`src/rtl/mips_pipe_ctrl.sv`:
```
`default_nettype none
// ============================================================================
// Module  : mips_pipe_ctrl
// Brief   : Five-stage pipeline controller: freeze, branch flush, load-use
//           bubble, HLT drain, and a stall-cycle performance counter.
// Rev     : 1.0
// ============================================================================
module mips_pipe_ctrl (
    input  logic        clk,
    input  logic        rst_n,
    input  logic        start,
    input  logic [31:0] ir_id,
    input  logic [31:0] ir_ex,
    input  logic        cond_ex,
    input  logic        mem_ready,
    output logic        pc_en,
    output logic        ifid_en,
    output logic        idex_en,
    output logic        exmem_en,
    output logic        memwb_en,
    output logic        ifid_flush,
    output logic        idex_flush,
    output logic        busy,
    output logic        halted,
    output logic [15:0] stall_cnt
);
    localparam logic [5:0] OP_RMAX = 6'b000101;
    localparam logic [5:0] OP_LW   = 6'b001000;
    localparam logic [5:0] OP_SW   = 6'b001001;
    localparam logic [5:0] OP_HLT  = 6'b111111;

    typedef enum logic [1:0] {
        IDLE  = 2'b00,
        RUN   = 2'b01,
        DRAIN = 2'b10,
        HALT  = 2'b11
    } state_t;

    state_t     state;
    logic [1:0] drain_cnt;
    logic       bubble_done;

    logic [5:0] op_id;
    logic [4:0] rs_id;
    logic [4:0] rt_id;
    logic [5:0] op_ex;
    logic [4:0] rt_ex;
    logic       id_reads_rt;
    logic       load_use;
    logic       take_bubble;
    logic       id_is_hlt;

    assign op_id = ir_id[31:26];
    assign rs_id = ir_id[25:21];
    assign rt_id = ir_id[20:16];
    assign op_ex = ir_ex[31:26];
    assign rt_ex = ir_ex[20:16];

    assign id_reads_rt = (op_id <= OP_RMAX) || (op_id == OP_SW);
    assign id_is_hlt   = (op_id == OP_HLT);
    assign load_use    = (op_ex == OP_LW) && (rt_ex != 5'd0) &&
                         (((rt_ex == rs_id) && !id_is_hlt) ||
                          ((rt_ex == rt_id) && id_reads_rt));
    // The bubble has already moved the load on; do not stall twice for it.
    assign take_bubble = load_use && !bubble_done;

    always_comb begin
        pc_en      = 1'b0;
        ifid_en    = 1'b0;
        idex_en    = 1'b0;
        exmem_en   = 1'b0;
        memwb_en   = 1'b0;
        ifid_flush = 1'b0;
        idex_flush = 1'b0;
        busy       = 1'b0;
        halted     = 1'b0;
        if (rst_n) begin
            busy   = (state == RUN) || (state == DRAIN);
            halted = (state == HALT);
            case (state)
                RUN: begin
                    if (mem_ready) begin
                        pc_en    = 1'b1;
                        ifid_en  = 1'b1;
                        idex_en  = 1'b1;
                        exmem_en = 1'b1;
                        memwb_en = 1'b1;
                        if (cond_ex) begin
                            ifid_flush = 1'b1;
                            idex_flush = 1'b1;
                        end else if (take_bubble || id_is_hlt) begin
                            pc_en      = 1'b0;
                            ifid_en    = 1'b0;
                            idex_flush = 1'b1;
                        end
                    end
                end
                DRAIN: begin
                    if (mem_ready) begin
                        idex_en    = 1'b1;
                        exmem_en   = 1'b1;
                        memwb_en   = 1'b1;
                        idex_flush = 1'b1;
                    end
                end
                default: ;
            endcase
        end
    end

    always_ff @(posedge clk) begin
        if (!rst_n) begin
            state       <= IDLE;
            drain_cnt   <= 2'd0;
            stall_cnt   <= 16'd0;
            bubble_done <= 1'b0;
        end else begin
            case (state)
                IDLE: begin
                    if (start) begin
                        state       <= RUN;
                        stall_cnt   <= 16'd0;
                        bubble_done <= 1'b0;
                    end
                end
                RUN: begin
                    if (!mem_ready) begin
                        if (stall_cnt != 16'hFFFF)
                            stall_cnt <= stall_cnt + 16'd1;
                    end else begin
                        bubble_done <= !cond_ex && take_bubble;
                        if (!cond_ex && take_bubble) begin
                            if (stall_cnt != 16'hFFFF)
                                stall_cnt <= stall_cnt + 16'd1;
                        end else if (!cond_ex && id_is_hlt) begin
                            state     <= DRAIN;
                            drain_cnt <= 2'd3;
                        end
                    end
                end
                DRAIN: begin
                    if (mem_ready) begin
                        drain_cnt <= drain_cnt - 2'd1;
                        if (drain_cnt == 2'd1)
                            state <= HALT;
                    end
                end
                default: ;
            endcase
        end
    end
endmodule
`default_nettype wire

```
`config.mk`:
```
export PLATFORM = sky130hd
export DESIGN_NAME = mips_pipe_ctrl
export DESIGN_NICKNAME = d
export VERILOG_FILES = /design/src/rtl/mips_pipe_ctrl.sv
export SDC_FILE = /design/constraint.sdc
export NUM_CORES = 1
export LEC_CHECK = 0
export BUFFER_PORTS_ARGS = -buffer_cell sky130_fd_sc_hd__buf_2
export CORE_MARGIN = 2
export CORE_UTILIZATION = 48
export CTS_BUF_LIST = sky130_fd_sc_hd__clkbuf_16
export DETAILED_ROUTE_END_ITERATION = 16
export GPL_TIMING_DRIVEN = 1
export PLACE_DENSITY_LB_ADDON = 0.15
export RECOVER_POWER = 100
export SYNTH_ARGS = -nofsm -noshare
export SYNTH_HDL_FRONTEND = slang
export SYNTH_SLANG_ARGS = --single-unit
```
`constraint.sdc`:
```
create_clock -name clk -period 6.1 [get_ports clk]
set_input_delay 0.61 -clock clk [delete_from_list [all_inputs] [get_ports clk]]
set_output_delay 0.61 -clock clk [all_outputs]
set_load 0.05 [all_outputs]
```
==> results.txt, run 1 <==
Initial antenna violation count - 0
Syn Nets - 281
RSZ-0062 raised after global routing - no
Worst path depth - 8
Status - finished clean
Period utilization - 51.9%
Design area - 1970 sq um
Clock tree buffer depth - 2
CTS Sinks - 21
Final WS setup - 2.93 ns
Multi-input gate area - 1120 sq um
ANT cells - 0
Synth Area in XOR/XNOR - 5.12%
Cts hold-fix bufs - 0
Pint - 0.321 mW
DRT antenna net count - 0
Worst Setup SP - ir_ex[17]
Fmax achieved - 0.316 GHz
GRT Residual Overflow - 0
Placement Setup Slack - 3.13 ns
Post-Synth Simple-Gate Area - 29.2%
Worst R2R Path Depth - 7
Post-route insts no fill - 302
Sw power - 0.219 mW
Slew @ Worst Pin - 0.970 ns
# fillers - 346
YS warnings - 0
Origin of the critical flop-to-flop path - state[1]
Die width - 63.7 microns
Crit path to - pc_en
Routed wire per std cell - 13.9 microns
Max_cap viols - 0
Slew Viols, Final - 0
Async SR Flop Fraction - 0%
Clock insertion delay at the later pin of the skew report - 0.25 ns
Fin util - 58.2%
CP startpoint kind - input pin
Total power - 0.540 mW
IO Port Bufs - 56
Hold Vio Cnt, Final - 0
CTS tree - built
Critical path fanouts, max - 3
Final setup vio count - 0
Cells after DPL - 298
Synth Area in Adders - 5.85%
Post-CTS sizing - 0
Area growth syn-to-layout - 15.4%
GRT Util Overall - 21.9%
Post-DP HPWL - 3140 microns
VDD IR max - 0.161 mV
Worst r2r dst - stall_cnt[7]
Crit end category - output port
P_leak - 0.715 nW
WP data required - 5.49 ns
CP bufs+invs - 2
Final hold slack - 0.473 ns
CTS Buf Count - 3
Crit path top cell by count - nor2_1
DR vias/cell - 5.53
Number of global-route vias before repair - 1540
Synth Instances - 204
Top delay family on crit path - simple AND/OR/NAND/NOR gates
Setup tns final - 0 ns
First-pass GRT wire length - 7190 microns
Synth Area per Inst - 8.38 sq um
Logic pwr share - 44.5%
Via count - 1671
Reg power frac - 30.0%
Crit-path cells - buf_2 > or4_1 > nor2_1 > nor2_1 > o21ai_0 > nor2b_1 > o2111a_1 > clkbuf_1
Crit-path slowest cell - or4_1
Critical Path Max Stage Delay - 0.51 ns
Clk_skew - 0.00506 ns
Mux contribution to synthesized area - 7.61%
Number of flops mapped to enable cells by yosys - 0
Ys flop type - dfxtp_1
Cell variety after synth - 47
Seq/Total Area, Yosys - 24.6%
Die Y - 63.7 microns
Synth Area in Compound Gates - 22.2%
DRT Pass-1 Iters - 4
Post-Synthesis Cell Area - 1710 sq um
Postcts setup bufs - 0
Slew Limit Headroom - 35.0%
Crit path DAT - 2.56 ns
R2r setup slk - 3.43 ns
Cell Rows - 21
Synthesis-stage register bit count - 21
Routability congestion estimate - 0.815
Layout cells sized above 1 - 21.1%
Cell Area, Placed - 2000 sq um
Initial Utilization - 50.5%
Largest family of logic cells by synthesized area - simple AND/OR/NAND/NOR gates
Clock power share - 25.5%
Final-stage net count - 334
Hold Crit Class - flip-flop to flip-flop
Die Area - 4060 sq um
Minimum clock period - 3.17 ns
Core Box Area - 3390 sq um
Sequential cell area - 420 sq um
Worst-path clk slew - 0.05 ns
Drt total wl - 4200 microns
PwrDens - 274 nW/um^2
Switching share of power - 40.6%
H-Tree Level Count - 1
CTS root buf - clkbuf_16
Largest net degree at the start of global routing - 16
Drt drc - 0
Num ports - 94
Kind of critical path - input pin to output port
DR iter-0 viols - 166
[Yosys cell counts, types with 3 or more instances]
cell type / count / area, sq um
a2111oi_4: 3 / 82.6
a211o_1: 3 / 26.3
a211oi_1: 6 / 45.0
a21oi_1: 10 / 50.1
buf_2: 3 / 15.0
buf_4: 3 / 22.5
dfxtp_1: 21 / 420
ha_1: 8 / 100
inv_1: 10 / 37.5
mux2i_1: 13 / 130
nand2_1: 25 / 93.8
nand3_1: 8 / 40.0
nand4_1: 9 / 56.3
nor2_1: 13 / 48.8
o21ai_0: 3 / 15.0
or2_2: 13 / 81.3
or3_1: 6 / 37.5
xnor2_1: 6 / 52.6
xor2_1: 4 / 35.0
[routing by layer]
metal / vias to the layer above / global-route usage (%) / wire length (microns)
met4: 0 / 3.26 / 18
met5: - / 0 / 0
met3: 2 / 3.93 / 161
met1: 791 / 31.5 / 2040
met2: 32 / 34.7 / 1980
li1: 846 / - / -
[layout make-up]
cell class | count | share of cell area (%)
multi-input combinational | 164 | 56.9
inverter | 10 | 1.90
tap | 46 | 2.92
clock inverter | 1 | 0.190
sequential | 21 | 21.3
timing repair buffer | 57 | 13.0
clock buffer | 3 | 3.80
[state kept, by name, summed over array words and instances (netlist names)]
signal,count
stall_cnt,16
state,2
bubble_done,1
drain_cnt,2
[cell usage in the layout, fill, tap and decap left out, types with 2 or more instances in the layout]
cell type,Yosys,routed
o21ai_0,3,4
a211o_1,3,3
or2_2,13,13
a31oi_1,2,2
clkbuf_16,0,3
a211oi_1,6,6
a21o_1,2,2
inv_1,10,11
nor3_1,2,2
a21oi_1,10,10
clkbuf_1,2,25
nor4b_1,2,2
and2_1,2,2
xor2_1,4,4
mux2i_1,13,13
or3_1,6,6
xnor2_1,6,6
nand4_1,9,9
a2111oi_0,1,6
nand3_1,8,8
nand2_1,25,25
buf_2,3,31
and3_1,2,2
o221a_2,2,2
nor2_1,13,13
ha_1,8,8
dfxtp_1,21,21
[kinds of logic (layout without fill, tap and decap cells)]
group           after synthesis  in the layout
buf+inv                      19             71
flops                        21             21
mux                          13             13
compound gates               42             42
simple gates                 91             91
fa+ha+maj                     8              8
xor+xnor                     10             10
[worst min-delay path, cell delays in order (launching register included)]
cell and delay (ns):
dfxtp_1 0.29, inv_1 0.07, a211oi_1 0.06
[how the worst min path moves through the flow]
stage                  from            to  cells past startpoint
6_report       drain_cnt[1]  drain_cnt[1]                      2
5_1_grt        drain_cnt[1]  drain_cnt[1]                      2
3_5_place_dp   drain_cnt[1]  drain_cnt[1]                      2
2_1_floorplan  drain_cnt[1]  drain_cnt[1]                      2
4_1_cts        drain_cnt[1]  drain_cnt[1]                      2
3_3_place_gp   drain_cnt[1]  drain_cnt[1]                      2
[power by group through the flow]
stage                     Combinational [mW]  Clock (mW)  Sequential [mW]
after global placement                 0.245           0            0.165
after floorplan                        0.191           0            0.168
final                                  0.240       0.138            0.162
after CTS                              0.250       0.138            0.162
after detailed placement               0.248           0            0.165
after global routing                   0.268       0.144            0.165
No activity file was read; power rests on OpenSTA's default activity.
==> run 2: changes to the inputs <==
CORE_UTILIZATION = 40   (was 48)
clock period = 2.81 ns   (was 6.1 ns; I/O delays follow)
==> run 2 against run 1 <==
Clock-buffer cell count is the same. Register-to-register slack lost 3.0 ns. Power increased by 120%. Routed wire length is 1.7% lower. Combinational power grew 120%. Design area rose by 4.6%. Clock power rose by 120%. Largest power group unchanged.
==> results.txt, run 2 (same netlist as run 1, synthesis figures left out) <==
Postcts setup bufs - 0 (unchanged)
CTS Buf Count - 3 (unchanged)
Clock tree buffer depth - 2 (unchanged)
Setup tns final - 0 ns (unchanged)
Origin of the critical flop-to-flop path - state[1] (unchanged)
Crit path top cell by count - nor2_1 (unchanged)
Hold EP - drain_cnt[0] (was drain_cnt[1])
VDD IR max - 0.409 mV (was 0.161 mV)
DR vias/cell - 5.33 (was 5.53)
Slew Viols, Final - 0 (unchanged)
Final WS setup - 0.292 ns (was 2.93 ns)
Die width - 69.4 microns (was 63.7 microns)
Minimum clock period - 2.52 ns
WHS Path Cells - 3 (was 2)
Post-route insts no fill - 308 (was 302)
Layout cells sized above 1 - 23.6% (was 21.1%)
Top delay family on crit path - simple AND/OR/NAND/NOR gates (unchanged)
Fmax achieved - 0.397 GHz
Worst R2R Path Depth - 7 (unchanged)
Drt total wl - 4130 microns (was 4200 microns)
Period utilization - 89.6%
P_leak - 0.730 nW (was 0.715 nW)
Most used routing layer - met2 (unchanged)
Core Box Area - 4060 sq um (was 3390 sq um)
GR Util met3 - 3.34% (was 3.93%)
Drt drc - 0 (unchanged)
Crit-path slowest cell - or4_1 (unchanged)
PwrDens - 574 nW/um^2 (was 274 nW/um^2)
Number of global-route vias before repair - 1537 (was 1540)
M2 GR Usage - 29.2% (was 34.7%)
Via count - 1641 (was 1671)
H-Tree Level Count - 1 (unchanged)
Commonest non-fill, non-tap cell in the layout - buf_2 (unchanged)
Commonest cells after routing, fill and taps aside - buf_2 (31), clkbuf_1 (26), nand2_1 (25) (was buf_2 (31), nand2_1 (25), clkbuf_1 (25))
Reg power frac - 29.7% (was 30.0%)
CTS root buf - clkbuf_16 (unchanged)
Sw power - 0.483 mW (was 0.219 mW)
Crit end category - output port (unchanged)
Cells after DPL - 304 (was 298)
Largest register FFs - 16 (unchanged)
Post-DP HPWL - 3140 microns (about the same)
Final-stage net count - 336 (was 334)
Die Area - 4810 sq um (was 4060 sq um)
RSZ-0062 raised after global routing - no (unchanged)
Fin util - 50.8% (was 58.2%)
Critical Path Max Stage Delay - 0.52 ns (was 0.51 ns)
Slew Limit Headroom - 40.3% (was 35.0%)
Clock power share - 25.3% (was 25.5%)
Crit-path cells - buf_2 > or4_1 > nor2_1 > nor2_1 > o21ai_0 > nor2b_1 > o2111a_1 > clkbuf_1 (unchanged)
Clk_skew - 0.00342 ns (was 0.00506 ns)
HP Start - rst_n (was drain_cnt[1])
Post-CTS sizing - 0 (unchanged)
Placement Setup Slack - 0.456 ns (was 3.13 ns)
Die Y - 69.4 microns (was 63.7 microns)
Worst r2r dst - stall_cnt[6] (was stall_cnt[7])
DR iter-0 viols - 82 (was 166)
Kind of critical path - input pin to output port (unchanged)
First-pass GRT wire length - 7030 microns (was 7190 microns)
CP bufs+invs - 2 (unchanged)
Slew @ Worst Pin - 0.893 ns (was 0.970 ns)
Initial antenna violation count - 0 (unchanged)
GRT Util Overall - 17.2% (was 21.9%)
Worst-path clk slew - 0.05 ns (about the same)
Largest net degree at the start of global routing - 14 (was 16)
CTS Sinks - 21 (unchanged)
Logic pwr share - 45.0% (was 44.5%)
Status - finished clean (unchanged)
ANT cells - 0 (unchanged)
Cell Rows - 23 (was 21)
Hold Vio Cnt, Final - 0 (unchanged)
Critical path fanouts, max - 3 (unchanged)
DRT antenna net count - 0 (unchanged)
Num ports - 94 (unchanged)
Cts hold-fix bufs - 0 (unchanged)
IO Port Bufs - 56 (unchanged)
Worst path depth - 8 (unchanged)
Initial Utilization - 42.2% (was 50.5%)
CTS tree - built (unchanged)
CP startpoint kind - input pin (unchanged)
Met1 Use GR - 22.6% (was 31.5%)
Routability congestion estimate - 0.760 (was 0.815)
GRT Residual Overflow - 0 (unchanged)
Max_cap viols - 0 (unchanged)
Crit path DAT - 2.24 ns (was 2.56 ns)
Biggest regs - stall_cnt x16, drain_cnt x2, state x2 (unchanged)
Hold Crit Class - input pin to flip-flop (was flip-flop to flip-flop)
Total power - 1.18 mW (was 0.540 mW)
Routed wire per std cell - 13.4 microns (was 13.9 microns)
Clock insertion delay at the later pin of the skew report - 0.26 ns (was 0.25 ns)
WP data required - 2.53 ns (was 5.49 ns)
DRT Pass-1 Iters - 4 (unchanged)
Area growth syn-to-layout - 20.6% (was 15.4%)
Switching share of power - 40.8% (was 40.6%)
Reg with most FFs - stall_cnt (unchanged)
Pint - 0.701 mW (was 0.321 mW)
Final setup vio count - 0 (unchanged)
R2r setup slk - 0.41 ns (was 3.43 ns)
## run 2: cell types whose count changed in the layout (fill, tap and decap cells not counted), sizes merged
cell / change
clkbuf: +1
buf: +1
## run 2: power by group through the flow
stage | combinational (mW) | sequential [mW] | clock (mW)
floorplan | 0.414 | 0.364 | 0
global placement | 0.542 | 0.358 | 0
detailed placement | 0.545 | 0.359 | 0
CTS | 0.548 | 0.352 | 0.307
global route | 0.582 | 0.358 | 0.321
finish | 0.532 | 0.352 | 0.300
## run 2: final cells by class
cell class | instances | area (sq um)
clock buffers | 3 | 75.1
clock inverters | 1 | 3.75
fillers | 424 | 1990
inverters | 10 | 37.5
multi-input cells | 164 | 1200
flip-flops and latches | 21 | 420
well taps | 50 | 62.6
repair buffers | 59 | 268
## run 2: worst max path at each step
stage	start	end	slack [ns]
2_1_floorplan	state[0]	idex_flush	0.24
3_3_place_gp	state[0]	stall_cnt[6]	0.43
3_5_place_dp	state[1]	stall_cnt[6]	0.46
4_1_cts	state[1]	stall_cnt[6]	0.40
5_1_grt	ir_ex[17]	pc_en	0.15
6_report	ir_ex[17]	pc_en	0.29
## run 2: metrics by stage
step	hold slack, ns	cell area [sq um]
3_5_place_dp	0.461	2020
6_report	0.437	2060
4_1_cts	0.442	2100
3_3_place_gp	0.465	2020
5_1_grt	0.459	2060
2_1_floorplan	0.444	1710
## run 2: per-layer routing
layer | vias to the layer above | share of wire, %
met5 | - | 0
met4 | 0 | 1.0
met3 | 5 | 3.0
met2 | 22 | 47
met1 | 760 | 49
li1 | 854 | -
## run 2: worst reg2reg max path: stages (launching register included)
cell       delay (ns)
dfxtp_1          0.35
inv_1            0.12
ha_1             0.37
mux2i_1          0.15
nor2_1           0.18
o211ai_2         0.41
a2111oi_2        0.52
mux2i_1          0.23
